<file path="src/rtl/rgb2gray_pipe.sv">
`timescale 1ns/1ps
// -----------------------------------------------------------------------------
// rgb2gray_pipe
//
// Fully pipelined RGB -> grayscale converter. Each accepted pixel is weighted
// by one of four coefficient triples, chosen per pixel by 'mode':
//   0 = BT.601, 1 = BT.709, 2 = equal average, 3 = runtime custom weights.
// Coefficients are unsigned Q0.COEF_WIDTH. The weighted sum is rounded to
// nearest, scaled back by COEF_WIDTH bits and clamped to PIX_WIDTH bits.
//
// Pipeline (3 register stages, latency 3 from acceptance to dout_valid):
//   S1: capture R/G/B and the coefficient triple selected by mode
//   S2: three PIX_WIDTH x COEF_WIDTH products
//   S3: sum + round + shift + clamp into the output register
//
// A single global stall keeps every stage in lock-step with the output:
// stages advance only when the output register is empty or being consumed.
//
// Ports:
//   clk, rst_n                 clock, asynchronous active-low reset
//   din_valid / din_ready      input pixel handshake
//   R, G, B                    input channels (PIX_WIDTH each)
//   mode                       weighting select, bound to the pixel at S1
//   cfg_we, cfg_cr/cg/cb       custom coefficient write port
//   dout_valid / dout_ready    output pixel handshake
//   grayscale                  gray result (PIX_WIDTH)
//   dout_sat                   result was clamped to all-ones
// -----------------------------------------------------------------------------
module rgb2gray_pipe #(
    parameter int PIX_WIDTH  = 8,
    parameter int COEF_WIDTH = 8
) (
    input  logic                  clk,
    input  logic                  rst_n,
    input  logic                  din_valid,
    output logic                  din_ready,
    input  logic [PIX_WIDTH-1:0]  R,
    input  logic [PIX_WIDTH-1:0]  G,
    input  logic [PIX_WIDTH-1:0]  B,
    input  logic [1:0]            mode,
    input  logic                  cfg_we,
    input  logic [COEF_WIDTH-1:0] cfg_cr,
    input  logic [COEF_WIDTH-1:0] cfg_cg,
    input  logic [COEF_WIDTH-1:0] cfg_cb,
    output logic                  dout_valid,
    input  logic                  dout_ready,
    output logic [PIX_WIDTH-1:0]  grayscale,
    output logic                  dout_sat
);

    localparam int NCH    = 3;                      // channel order: R, G, B
    localparam int PROD_W = PIX_WIDTH + COEF_WIDTH;
    localparam int SUM_W  = PROD_W + 2;             // room for three products

    // round(k * 2^COEF_WIDTH) with k given in parts per million. A weight
    // that would round up to 1.0 is pinned to the largest representable
    // fraction since the format has no integer bit.
    function automatic logic [COEF_WIDTH-1:0] coef_from_ppm(input longint unsigned ppm);
        longint unsigned scaled;
        longint unsigned one;
        one    = 64'd1 << COEF_WIDTH;
        scaled = (ppm * one + 64'd500000) / 64'd1000000;
        if (scaled > one - 64'd1) begin
            scaled = one - 64'd1;
        end
        return scaled[COEF_WIDTH-1:0];
    endfunction

    localparam logic [COEF_WIDTH-1:0] C601_R = coef_from_ppm(64'd299000);
    localparam logic [COEF_WIDTH-1:0] C601_G = coef_from_ppm(64'd587000);
    localparam logic [COEF_WIDTH-1:0] C601_B = coef_from_ppm(64'd114000);
    localparam logic [COEF_WIDTH-1:0] C709_R = coef_from_ppm(64'd212600);
    localparam logic [COEF_WIDTH-1:0] C709_G = coef_from_ppm(64'd715200);
    localparam logic [COEF_WIDTH-1:0] C709_B = coef_from_ppm(64'd72200);
    localparam logic [COEF_WIDTH-1:0] CAVG   = coef_from_ppm(64'd333333);

    localparam logic [SUM_W-1:0] ROUND_BIAS = SUM_W'(1) << (COEF_WIDTH - 1);
    localparam logic [SUM_W-1:0] PIX_MAX    = SUM_W'((64'd1 << PIX_WIDTH) - 64'd1);

    // ------------------------------------------------------------------
    // Global stall. Every stage moves together, so bubbles stay in place
    // and at most three pixels are ever held inside.
    // ------------------------------------------------------------------
    logic advance;
    logic s1_valid_reg;
    logic s2_valid_reg;
    logic dout_valid_reg;

    assign advance   = !dout_valid_reg || dout_ready;
    assign din_ready = advance;

    // Per-channel views of the inputs so the datapath can be generated.
    logic [PIX_WIDTH-1:0]  din_pix   [NCH];
    logic [COEF_WIDTH-1:0] cfg_coef  [NCH];
    logic [COEF_WIDTH-1:0] cust_coef [NCH];
    logic [COEF_WIDTH-1:0] coef_sel  [NCH];
    logic [PROD_W-1:0]     prod_bus  [NCH];

    assign din_pix[0]  = R;
    assign din_pix[1]  = G;
    assign din_pix[2]  = B;
    assign cfg_coef[0] = cfg_cr;
    assign cfg_coef[1] = cfg_cg;
    assign cfg_coef[2] = cfg_cb;

    // Coefficient triple for the pixel presented this cycle. The custom
    // registers are read before any write on this edge takes effect, so a
    // pixel accepted alongside cfg_we sees the previous custom weights.
    always_comb begin
        for (int i = 0; i < NCH; i++) begin
            coef_sel[i] = '0;
        end
        case (mode)
            2'd0: begin
                coef_sel[0] = C601_R;
                coef_sel[1] = C601_G;
                coef_sel[2] = C601_B;
            end
            2'd1: begin
                coef_sel[0] = C709_R;
                coef_sel[1] = C709_G;
                coef_sel[2] = C709_B;
            end
            2'd2: begin
                coef_sel[0] = CAVG;
                coef_sel[1] = CAVG;
                coef_sel[2] = CAVG;
            end
            default: begin
                coef_sel[0] = cust_coef[0];
                coef_sel[1] = cust_coef[1];
                coef_sel[2] = cust_coef[2];
            end
        endcase
    end

    // ------------------------------------------------------------------
    // Per-channel datapath: custom weight register, S1 capture, S2 product
    // ------------------------------------------------------------------
    genvar gi;
    generate
        for (gi = 0; gi < NCH; gi++) begin : g_chan
            logic [COEF_WIDTH-1:0] cust_reg;
            logic [PIX_WIDTH-1:0]  pix_reg;
            logic [COEF_WIDTH-1:0] coef_reg;
            logic [PROD_W-1:0]     prod_reg;

            // Custom weights load on cfg_we independent of the stall.
            always_ff @(posedge clk or negedge rst_n) begin
                if (!rst_n) begin
                    cust_reg <= '0;
                end else if (cfg_we) begin
                    cust_reg <= cfg_coef[gi];
                end
            end

            // S1: only real pixels are captured; bubbles leave data alone.
            always_ff @(posedge clk or negedge rst_n) begin
                if (!rst_n) begin
                    pix_reg  <= '0;
                    coef_reg <= '0;
                end else if (advance && din_valid) begin
                    pix_reg  <= din_pix[gi];
                    coef_reg <= coef_sel[gi];
                end
            end

            // S2: full-width product, no truncation before the sum.
            always_ff @(posedge clk or negedge rst_n) begin
                if (!rst_n) begin
                    prod_reg <= '0;
                end else if (advance && s1_valid_reg) begin
                    prod_reg <= PROD_W'(pix_reg) * PROD_W'(coef_reg);
                end
            end

            assign cust_coef[gi] = cust_reg;
            assign prod_bus[gi]  = prod_reg;
        end
    endgenerate

    // ------------------------------------------------------------------
    // S3 combinational: sum, round to nearest, scale, clamp
    // ------------------------------------------------------------------
    logic [SUM_W-1:0]     sum_rounded;
    logic [SUM_W-1:0]     sum_scaled;
    logic [PIX_WIDTH-1:0] gray_next;
    logic                 sat_next;

    always_comb begin
        sum_rounded = SUM_W'(prod_bus[0]) + SUM_W'(prod_bus[1])
                    + SUM_W'(prod_bus[2]) + ROUND_BIAS;
        sum_scaled  = sum_rounded >> COEF_WIDTH;
        gray_next   = sum_scaled[PIX_WIDTH-1:0];
        sat_next    = 1'b0;
        // Custom weights may sum above 1.0; clamp rather than wrap.
        if (sum_scaled > PIX_MAX) begin
            gray_next = '1;
            sat_next  = 1'b1;
        end
    end

    // ------------------------------------------------------------------
    // Stage valids and output register
    // ------------------------------------------------------------------
    logic [PIX_WIDTH-1:0] gray_reg;
    logic                 sat_reg;

    always_ff @(posedge clk or negedge rst_n) begin
        if (!rst_n) begin
            s1_valid_reg   <= 1'b0;
            s2_valid_reg   <= 1'b0;
            dout_valid_reg <= 1'b0;
            gray_reg       <= '0;
            sat_reg        <= 1'b0;
        end else if (advance) begin
            s1_valid_reg   <= din_valid;
            s2_valid_reg   <= s1_valid_reg;
            dout_valid_reg <= s2_valid_reg;
            // A bubble reaching the output leaves the last result visible
            // so the data lines stay quiet while dout_valid is low.
            if (s2_valid_reg) begin
                gray_reg <= gray_next;
                sat_reg  <= sat_next;
            end
        end
    end

    assign dout_valid = dout_valid_reg;
    assign grayscale  = gray_reg;
    assign dout_sat   = sat_reg;

endmodule
</file>
<file path="config.mk">
export PLATFORM = sky130hd
export DESIGN_NAME = rgb2gray_pipe
export DESIGN_NICKNAME = d
export VERILOG_FILES = /design/src/rtl/rgb2gray_pipe.sv
export SDC_FILE = /design/constraint.sdc
export NUM_CORES = 1
export LEC_CHECK = 0
export ABC_AREA = 1
export BUFFER_PORTS_ARGS = -buffer_cell sky130_fd_sc_hd__buf_4
export CAP_MARGIN = 20
export CORE_ASPECT_RATIO = 0.6
export CORE_MARGIN = 4
export CORE_UTILIZATION = 26
export CTS_CLUSTER_SIZE = 14
export DETAILED_ROUTE_END_ITERATION = 8
export GPL_TIMING_DRIVEN = 0
export REMOVE_ABC_BUFFERS = 1
export SETUP_SLACK_MARGIN = 0.02
export SLEW_MARGIN = 20
export SYNTH_ARGS = -nofsm -noshare
export SYNTH_HDL_FRONTEND = slang
export SYNTH_SLANG_ARGS = --single-unit
</file>
<file path="constraint.sdc">
create_clock -name clk -period 4.65 [get_ports clk]
set_clock_uncertainty 0.15 [all_clocks]
set_input_delay 0.465 -clock clk [delete_from_list [all_inputs] [get_ports clk]]
set_output_delay 0.465 -clock clk [all_outputs]
set_load 0.02 [all_outputs]
</file>
==> results of run 1 <==
==> cell families after synthesis <==
| group | after synthesis | share of synthesized area [%] |
|---|---|---|
| xor+xnor | 25 | 1.65 |
| simple gates | 632 | 19.0 |
| buf+inv | 507 | 14.5 |
| compound gates | 157 | 6.58 |
| fa+ha+maj | 264 | 31.9 |
| mux | 16 | 1.36 |
| flops | 132 | 25.0 |
==> final cells by class <==
cell class / count / area, um2
Sequential cell: 132 / 3320
Inverter: 434 / 1630
Clock buffer: 17 / 425
Fill cell: 5371 / 34800
Tap cell: 682 / 853
Clock inverter: 15 / 156
Multi-Input combinational cell: 1094 / 8050
Timing Repair Buffer: 69 / 568
==> metal layers <==
layer	global-route usage (%)	share of wire (%)	vias to the layer above
li1	-	-	5180
met1	18.2	53	4907
met2	17.0	40	180
met3	2.70	4.9	27
met4	2.67	1.3	0
met5	0	0	-
==> per-stage QoR <==
stage          hold WS [ps]  area [um2]  setup TNS [ps]
3_3_place_gp            318       14300           -24.9
2_1_floorplan          19.4       12900               0
5_1_grt                43.7       15000               0
6_report               68.4       15000               0
4_1_cts                42.7       15000               0
3_5_place_dp            251       14400               0
==> worst min-delay path, cell delays in order <==
cell and delay [ps]:
buf_4 80, nand2_1 40, nand2_1 40
==> final timing paths <==
check	to	slack, ps	depth (start not counted)
hold / removal	g_chan[2].pix_reg[5]$_DFFE_PN0P_	70	3
max in group asynchronous	grayscale[1]$_DFFE_PN0P_	3210	3
setup / recovery	g_chan[2].prod_reg[14]$_DFFE_PN0P_	190	18
hold reg to reg	g_chan[1].prod_reg[12]$_DFFE_PN0P_	330	2
setup reg to reg	g_chan[2].prod_reg[14]$_DFFE_PN0P_	190	18
min in group asynchronous	g_chan[1].cust_reg[7]$_DFFE_PN0P_	360	2
==> synth_stat cells <==
cell type,n,area share (%)
a31oi_1,25,1.2
buf_1,1,0.028
buf_2,11,0.42
nor2_1,58,1.6
and3_1,1,0.047
mux2_2,16,1.4
ha_1,141,13
o21a_1,6,0.34
or2_0,1,0.047
nand2_1,502,14
nand2b_1,1,0.047
nand4_1,9,0.43
or2_2,6,0.28
o21ai_1,4,0.15
nor2_4,1,0.085
dfrtp_1,132,25
fa_1,123,19
o21ai_0,40,1.5
or2_1,1,0.047
inv_2,5,0.14
inv_1,428,12
and2_1,1,0.047
nor3_2,1,0.076
clkbuf_1,61,1.7
nor2_2,2,0.095
o21bai_1,8,0.45
xor2_1,17,1.1
nand2_2,5,0.24
nand3_1,31,1.2
clkinv_1,1,0.028
nor3_1,8,0.30
o22ai_1,5,0.24
o31ai_1,5,0.28
xnor2_1,8,0.53
a21oi_1,64,2.4
nand3b_1,4,0.23
==> what timing repair did <==
| item | in CTS | in global routing |
|---|---|---|
| endpoints found under the hold margin | 52 | 0 |
| gates cloned | 0 | 0 |
| resized for setup | 4 | 19 |
| pin swaps | 0 | 1 |
| hold buffers | 1 | 0 |
| buffers inserted | 0 | 1 |
| setup endpoints to repair | 2 | 6 |
==> run summary, run 1 <==
max cap viols = 0
endpoints failing hold = 0
synth unique cells = 36
critical path launch point type = register
crit share post-route = 95.8%
# diodes = 0
share of cells above drive strength 1 = 9.03%
initial DRC count = 637
CTS Root Cell = clkbuf_16
Num CTS Buffers = 17
Final nets = 2067
non-filler cells, final = 2443
unrepaired setup endpoints after global routing = no
H-tree lvl count = 4
clock buffer depth = 2
CP Data Required Time = 4870 ps
most frequent cells in the layout = nand2_1 (500), inv_1 (427), ha_1 (140)
Die X = 299 um
GRT Overall Usage = 11.9%
Final Util = 30.1%
CP startpoint = g_chan[2].pix_reg[2]$_DFFE_PN0P_
Mapped Cells = 1733
status = completed
Mapped Avg Cell Area = 7.64 um2
port buffer count = 65
first-pass iteration count of the detailed router = 5
pin count of the biggest net entering global routing = 81
max FFs per register = 48
clk slew on worst S/H paths = 70 ps
final wirelength = 31300 um
Final setup viols = 0
most used cell, CP = inv_1
core area = 0.0498 mm2
vias in the first global route = 10.3k
Vias/cell = 4.21
Buf+Inv Stages, Crit Path = 5
dpl ws = 31.8 ps
site row count = 63
count of final max-slew check failures = 0
post-synthesis sequential area ratio = 25.0%
Remaining Overflow, GRT = 0
Post-DRT Antenna Nets = 0
latest clock arrival within the worst-skew pair = 440 ps
flops & latches, synth = 132
Rel. slew slack = 31.8%
critical-path cell list = nand2_1 -> inv_1 -> fa_1 -> inv_1 -> fa_1 -> inv_1 -> fa_1 -> inv_1 -> fa_1 -> inv_1 -> ha_4 -> a21oi_1 -> o21a_1 -> nand2_2 -> a21oi_2 -> xor2_1 -> nand2_2 -> nand2_1
Ys Warns = 0
initial antenna violation count = 0
Post-route DRC = 0
Slowest cell on crit path = fa_1
Crit Path Class = reg2reg
final setup margin = 194 ps
worst r2r src = g_chan[2].pix_reg[2]$_DFFE_PN0P_
GP Congestion = 0.852
min Tclk post-route = 4460 ps
worst-margin pin slew = 1020 ps
f_max = 224 MHz
first-pass GRT wire length = 52800 um
Critical Path End Type = register
clock sinks = 132
placed cell count = 2409
class of the worst hold path = in2reg
CTS tree = yes
Ports = 66
DIE HEIGHT = 183 um
WL/cell = 12.8 um
Arr. time, crit path = 4670 ps
DP Wirelength = 25500 um
DR vias = 10.3k
Worst path max stage delay = 540 ps
Starting Density = 26.6%
Die ar. = 0.0547 mm2
Syn Std Cell Area = 0.0132 mm2
hold path start = B[5]
Layout area overhead = 13.4%
Crit path max-delay family = adder cells
CP Max Fanout = 8
commonest non-fill, non-tap cell in the layout = nand2_1
Power of run 1 is left out: the tool's default activity adds up to more than one toggle a clock period on the data nets, which glitch-free logic cannot reach.
==> run 2, diff against run 1 <==
--- a/config.mk
+++ b/config.mk
@@ -14,6 +14,7 @@
 export CTS_CLUSTER_SIZE = 14
 export DETAILED_ROUTE_END_ITERATION = 8
 export GPL_TIMING_DRIVEN = 0
+export HOLD_SLACK_MARGIN = 0.08
 export REMOVE_ABC_BUFFERS = 1
 export SETUP_SLACK_MARGIN = 0.02
 export SLEW_MARGIN = 20
==> run summary, run 2 (synthesis results as in run 1) <==
clk slew on worst S/H paths = 70 ps (about the same)
vias in the first global route = 10.5k (was 10.3k)
Arr. time, crit path = 4680 ps (was 4670 ps)
Die X = 299 um (unchanged)
Slowest cell on crit path = fa_1 (unchanged)
first-pass iteration count of the detailed router = 5 (unchanged)
Remaining Overflow, GRT = 0 (unchanged)
RR Endpoint = g_chan[2].prod_reg[14]$_DFFE_PN0P_ (unchanged)
port buffer count = 65 (unchanged)
f_max = 224 MHz (about the same)
CP Max Fanout = 8 (unchanged)
non-filler cells, final = 2475 (was 2443)
clock buffer depth = 2 (unchanged)
Vias/cell = 4.20 (was 4.21)
worst r2r src = g_chan[2].pix_reg[2]$_DFFE_PN0P_ (unchanged)
CTS tree = yes (unchanged)
Final nets = 2099 (was 2067)
hold path start = cfg_cg[0] (was B[5])
final wirelength = 31400 um (was 31300 um)
DP Wirelength = 25500 um (unchanged)
max cap viols = 0 (unchanged)
status = completed (unchanged)
class of the worst hold path = in2reg (unchanged)
R2R cell count = 18 (unchanged)
crit share post-route = 95.9% (was 95.8%)
Num CTS Buffers = 17 (unchanged)
clock sinks = 132 (unchanged)
endpoints failing hold = 0 (unchanged)
initial DRC count = 636 (was 637)
Hold Path Stages = 2 (was 3)
Rel. slew slack = 32.0% (was 31.8%)
Post-route DRC = 0 (unchanged)
Die ar. = 0.0547 mm2 (unchanged)
Critical Path End Type = register (unchanged)
DIE HEIGHT = 183 um (unchanged)
core area = 0.0498 mm2 (unchanged)
commonest non-fill, non-tap cell in the layout = nand2_1 (unchanged)
Post-DRT Antenna Nets = 0 (unchanged)
Ports = 66 (unchanged)
most used cell, CP = inv_1 (unchanged)
critical-path cell list = nand2_1 -> inv_1 -> fa_1 -> inv_1 -> fa_1 -> inv_1 -> fa_1 -> inv_1 -> fa_1 -> inv_1 -> ha_4 -> a21oi_1 -> o21a_1 -> nand2_2 -> a21oi_2 -> xor2_1 -> nand2_2 -> nand2_1 (unchanged)
CTS Root Cell = clkbuf_16 (unchanged)
latest clock arrival within the worst-skew pair = 440 ps (about the same)
worst-margin pin slew = 1020 ps (about the same)
Layout area overhead = 15.8% (was 13.4%)
max FFs per register = 48 (unchanged)
share of cells above drive strength 1 = 8.87% (was 9.03%)
GRT Overall Usage = 12.0% (was 11.9%)
first-pass GRT wire length = 53100 um (was 52800 um)
worst reg2reg setup slack = 190 ps (about the same)
Hold Path End = g_chan[1].cust_reg[0]$_DFFE_PN0P_ (was g_chan[2].pix_reg[5]$_DFFE_PN0P_)
WL/cell = 12.7 um (was 12.8 um)
DR vias = 10.4k (was 10.3k)
CP Data Required Time = 4870 ps (about the same)
pin count of the biggest net entering global routing = 81 (unchanged)
Starting Density = 26.6% (unchanged)
H-tree lvl count = 4 (unchanged)
initial antenna violation count = 0 (unchanged)
critical path launch point type = register (unchanged)
placed cell count = 2409 (unchanged)
# diodes = 0 (unchanged)
GP Congestion = 0.852 (unchanged)
Crit Path Class = reg2reg (unchanged)
Worst path max stage delay = 540 ps (about the same)
count of final max-slew check failures = 0 (unchanged)
Final setup viols = 0 (unchanged)
min Tclk post-route = 4460 ps (about the same)
unrepaired setup endpoints after global routing = no (unchanged)
most frequent cells in the layout = nand2_1 (500), inv_1 (427), ha_1 (140) (unchanged)
site row count = 63 (unchanged)
-- run 2: changes by cell type in the layout (fill, tap and decap cells not counted), sizes merged --
cell | before | now
dlygate4sd3 | 1 | 33
-- run 2: layer usage --
metal | global-route usage (%) | wire [um]
met1 | 18.2 | 16800
met4 | 2.67 | 384
met3 | 2.69 | 1470
met5 | 0 | 0
met2 | 17.3 | 12800
-- run 2: cell type report --
class / count / area [um2]
clock inverters: 15 / 156
repair buffers: 101 / 888
multi-input cells: 1094 / 8050
inverters: 434 / 1630
well taps: 682 / 853
clock buffers: 17 / 425
fillers: 5342 / 34500
flip-flops and latches: 132 / 3320
-- run 2: per-stage QoR --
| stage | worst slack [ps] | hold slack (ps) | setup TNS (ps) | instance area, um2 | utilization (%) |
|---|---|---|---|---|---|
| finish | 191 | 109 | 0 | 15300 | 30.8 |
| global route | 22.6 | 84.8 | 0 | 15300 | 30.8 |
| CTS | 21.2 | 82.2 | 0 | 15300 | 30.6 |
| detailed placement | 31.8 | 251 | 0 | 14400 | 28.8 |
| global placement | -24.9 | 318 | -24.9 | 14300 | 28.7 |
| floorplan | 497 | 19.4 | 0 | 12900 | - |
-- run 2: worst max path at each step --
stage | start | end | depth (start not counted)
final | g_chan[2].pix_reg[2]$_DFFE_PN0P_ | g_chan[2].prod_reg[14]$_DFFE_PN0P_ | 18
after global routing | g_chan[0].pix_reg[3]$_DFFE_PN0P_ | g_chan[0].prod_reg[15]$_DFFE_PN0P_ | 16
after CTS | g_chan[2].pix_reg[2]$_DFFE_PN0P_ | g_chan[2].prod_reg[14]$_DFFE_PN0P_ | 18
after detailed placement | g_chan[2].pix_reg[2]$_DFFE_PN0P_ | g_chan[2].prod_reg[14]$_DFFE_PN0P_ | 18
after global placement | g_chan[2].pix_reg[2]$_DFFE_PN0P_ | g_chan[2].prod_reg[14]$_DFFE_PN0P_ | 18
after floorplan | g_chan[2].coef_reg[7]$_DFFE_PN0P_ | g_chan[2].prod_reg[12]$_DFFE_PN0P_ | 18
-- run 2: worst max-delay path, delay by kind of cell, from the launching register on --
family	cells	cell delay, ps
adders and majority gates	5	2370
and+or+nand+nor	4	410
AOI/OAI and AO/OA	3	450
xor gates and xnor gates	1	220
buffers and inverters	5	280
DFF	1	490
-- run 2: repair_timing --
| item | 4_1_cts | 5_1_grt |
|---|---|---|
| pin swaps | 0 | 1 |
| hold endpoints to repair | 83 | 1 |
| endpoints found under the setup margin | 2 | 6 |
| setup buffers | 0 | 1 |
| gates resized for setup | 4 | 19 |
| hold buffers | 32 | 1 |
Power of run 2 is left out for the same reason.
==> run 3, diff against run 2 <==
--- a/config.mk
+++ b/config.mk
@@ -6,13 +6,13 @@
 export NUM_CORES = 1
 export LEC_CHECK = 0
 export ABC_AREA = 1
-export BUFFER_PORTS_ARGS = -buffer_cell sky130_fd_sc_hd__buf_4
 export CAP_MARGIN = 20
 export CORE_ASPECT_RATIO = 0.6
 export CORE_MARGIN = 4
 export CORE_UTILIZATION = 26
 export CTS_CLUSTER_SIZE = 14
 export DETAILED_ROUTE_END_ITERATION = 8
+export DONT_BUFFER_PORTS = 1
 export GPL_TIMING_DRIVEN = 0
 export HOLD_SLACK_MARGIN = 0.08
 export REMOVE_ABC_BUFFERS = 1
==> run summary, run 3 (synthesis results as in run 1) <==
Starting Density = 26.6% (unchanged)
GP Congestion = 0.856 (was 0.852)
pin count of the biggest net entering global routing = 133 (was 81)
Ports = 66 (unchanged)
site row count = 63 (unchanged)
Vias/cell = 4.28 (was 4.20)
Remaining Overflow, GRT = 0 (unchanged)
worst reg2reg setup slack = 220 ps (was 190 ps)
f_max = 226 MHz (was 224 MHz)
count of final max-slew check failures = 0 (unchanged)
# diodes = 0 (unchanged)
min Tclk post-route = 4430 ps (was 4460 ps)
Arr. time, crit path = 4650 ps (was 4680 ps)
DIE HEIGHT = 183 um (unchanged)
clk slew on worst S/H paths = 60 ps (was 70 ps)
Die X = 299 um (unchanged)
Num CTS Buffers = 17 (unchanged)
RR Endpoint = g_chan[2].prod_reg[14]$_DFFE_PN0P_ (unchanged)
port buffer count = 0 (was 65)
Post-DRT Antenna Nets = 0 (unchanged)
Final nets = 2056 (was 2099)
latest clock arrival within the worst-skew pair = 440 ps (about the same)
vias in the first global route = 10.6k (was 10.5k)
final wirelength = 32300 um (was 31400 um)
Hold Path Stages = 2 (unchanged)
Layout area overhead = 14.0% (was 15.8%)
worst-margin pin slew = 932 ps (was 1020 ps)
critical-path cell list = nand2_1 -> inv_1 -> fa_1 -> inv_1 -> fa_1 -> inv_1 -> fa_1 -> inv_1 -> fa_1 -> inv_1 -> ha_4 -> a21oi_2 -> o21a_1 -> nand2_2 -> a21oi_1 -> xor2_1 -> nand2_1 -> nand2_1 (was nand2_1 -> inv_1 -> fa_1 -> inv_1 -> fa_1 -> inv_1 -> fa_1 -> inv_1 -> fa_1 -> inv_1 -> ha_4 -> a21oi_1 -> o21a_1 -> nand2_2 -> a21oi_2 -> xor2_1 -> nand2_2 -> nand2_1)
Final setup viols = 0 (unchanged)
max cap viols = 0 (unchanged)
CP Data Required Time = 4870 ps (about the same)
initial DRC count = 710 (was 636)
clock buffer depth = 2 (unchanged)
R2R cell count = 18 (unchanged)
dpl cell area = 0.0138 mm2 (was 0.0144 mm2)
max FFs per register = 48 (unchanged)
first-pass GRT wire length = 54700 um (was 53100 um)
Die ar. = 0.0547 mm2 (unchanged)
WL/cell = 13.3 um (was 12.7 um)
crit share post-route = 95.3% (was 95.9%)
first-pass iteration count of the detailed router = 5 (unchanged)
H-tree lvl count = 4 (unchanged)
hold path start = cfg_we (was cfg_cg[0])
most frequent cells in the layout = nand2_1 (501), inv_1 (427), ha_1 (138) (was nand2_1 (500), inv_1 (427), ha_1 (140))
Worst path max stage delay = 540 ps (about the same)
CP startpoint = g_chan[2].pix_reg[2]$_DFFE_PN0P_ (unchanged)
Post-route DRC = 0 (unchanged)
CTS tree = yes (unchanged)
unrepaired setup endpoints after global routing = yes (was no)
CTS Root Cell = clkbuf_16 (unchanged)
CP Max Fanout = 6 (was 8)
critical path launch point type = register (unchanged)
final instance area = 0.0151 mm2 (was 0.0153 mm2)
Critical Path End Type = register (unchanged)
initial antenna violation count = 0 (unchanged)
status = completed (unchanged)
DP Wirelength = 25500 um (about the same)
most used cell, CP = inv_1 (unchanged)
core area = 0.0498 mm2 (unchanged)
final setup margin = 217 ps (was 191 ps)
Hold Path End = g_chan[1].cust_reg[3]$_DFFE_PN0P_ (was g_chan[1].cust_reg[0]$_DFFE_PN0P_)
clock sinks = 132 (unchanged)
dpl ws = 0.955 ps (was 31.8 ps)
worst r2r src = g_chan[2].pix_reg[2]$_DFFE_PN0P_ (unchanged)
DR vias = 10.4k (about the same)
commonest non-fill, non-tap cell in the layout = nand2_1 (unchanged)
share of cells above drive strength 1 = 5.84% (was 8.87%)
GRT Overall Usage = 12.3% (was 12.0%)
Rel. slew slack = 37.7% (was 32.0%)
Slowest cell on crit path = fa_1 (unchanged)
endpoints failing hold = 0 (unchanged)
class of the worst hold path = in2reg (unchanged)
Crit Path Class = reg2reg (unchanged)
==> run 3: cell count changes in the layout (fill, tap and decap cells not counted), moves of 4 or more <==
cell / previous run / this run
dfrtp_1: 117 / 111
inv_8: 4 / 0
dlygate4sd3_1: 33 / 49
inv_6: 7 / 1
buf_4: 65 / 4
dfrtp_2: 15 / 21
==> run 3: final cells by class <==
cell class | count | area (um2)
Fill cell | 5399 | 34700
Multi-Input combinational cell | 1094 | 8050
Sequential cell | 132 | 3330
Inverter | 434 | 1630
Tap cell | 682 | 853
Timing Repair Buffer | 58 | 598
Clock buffer | 18 | 439
Clock inverter | 12 | 181
==> run 3: worst max-delay path, delay by kind of cell (launching register included) <==
kind / cells / cell delay, ps
fa+ha+maj: 5 / 2380
flops: 1 / 480
compound gates: 3 / 440
simple gates: 4 / 410
buf+inv: 5 / 290
xor+xnor: 1 / 190
==> run 3: worst max-delay path by stage <==
stage                                                    end  slack (ps)
after floorplan           g_chan[2].prod_reg[12]$_DFFE_PN0P_         500
after global placement    g_chan[2].prod_reg[14]$_DFFE_PN0P_          20
after detailed placement  g_chan[2].prod_reg[14]$_DFFE_PN0P_           1
after CTS                 g_chan[2].prod_reg[14]$_DFFE_PN0P_          20
after global routing      g_chan[2].prod_reg[12]$_DFFE_PN0P_         -10
final                     g_chan[2].prod_reg[14]$_DFFE_PN0P_         220
==> run 3: timing repair <==
action                                  in CTS  in global routing
endpoints found under the setup margin       2                  9
hold buffers                                51                  0
resized for setup                            2                 27
gates cloned                                 0                  0
pin swaps                                    0                  2
hold endpoints to repair                   180                  0
buffers inserted                             0                  6
==> run 3: stage by stage <==
stage | TNS [ps] | util [%] | hold slack (ps) | cells
6_report | 0 | 30.3 | 209 | 2430
5_1_grt | -14.8 | 30.3 | 200 | 2430
4_1_cts | 0 | 30.1 | 188 | 2424
3_5_place_dp | 0 | 27.8 | 24.3 | 2343
3_3_place_gp | 0 | 27.7 | 25.4 | 2342
2_1_floorplan | 0 | - | 19.4 | 1660
==> run 3: per-layer routing <==
metal  track usage, %  part of all wire (%)
met5                0                     0
met3             2.61                   4.9
met1             18.0                    51
met2             18.6                    42
met4             2.88                   1.3
Power of run 3 is left out for the same reason.
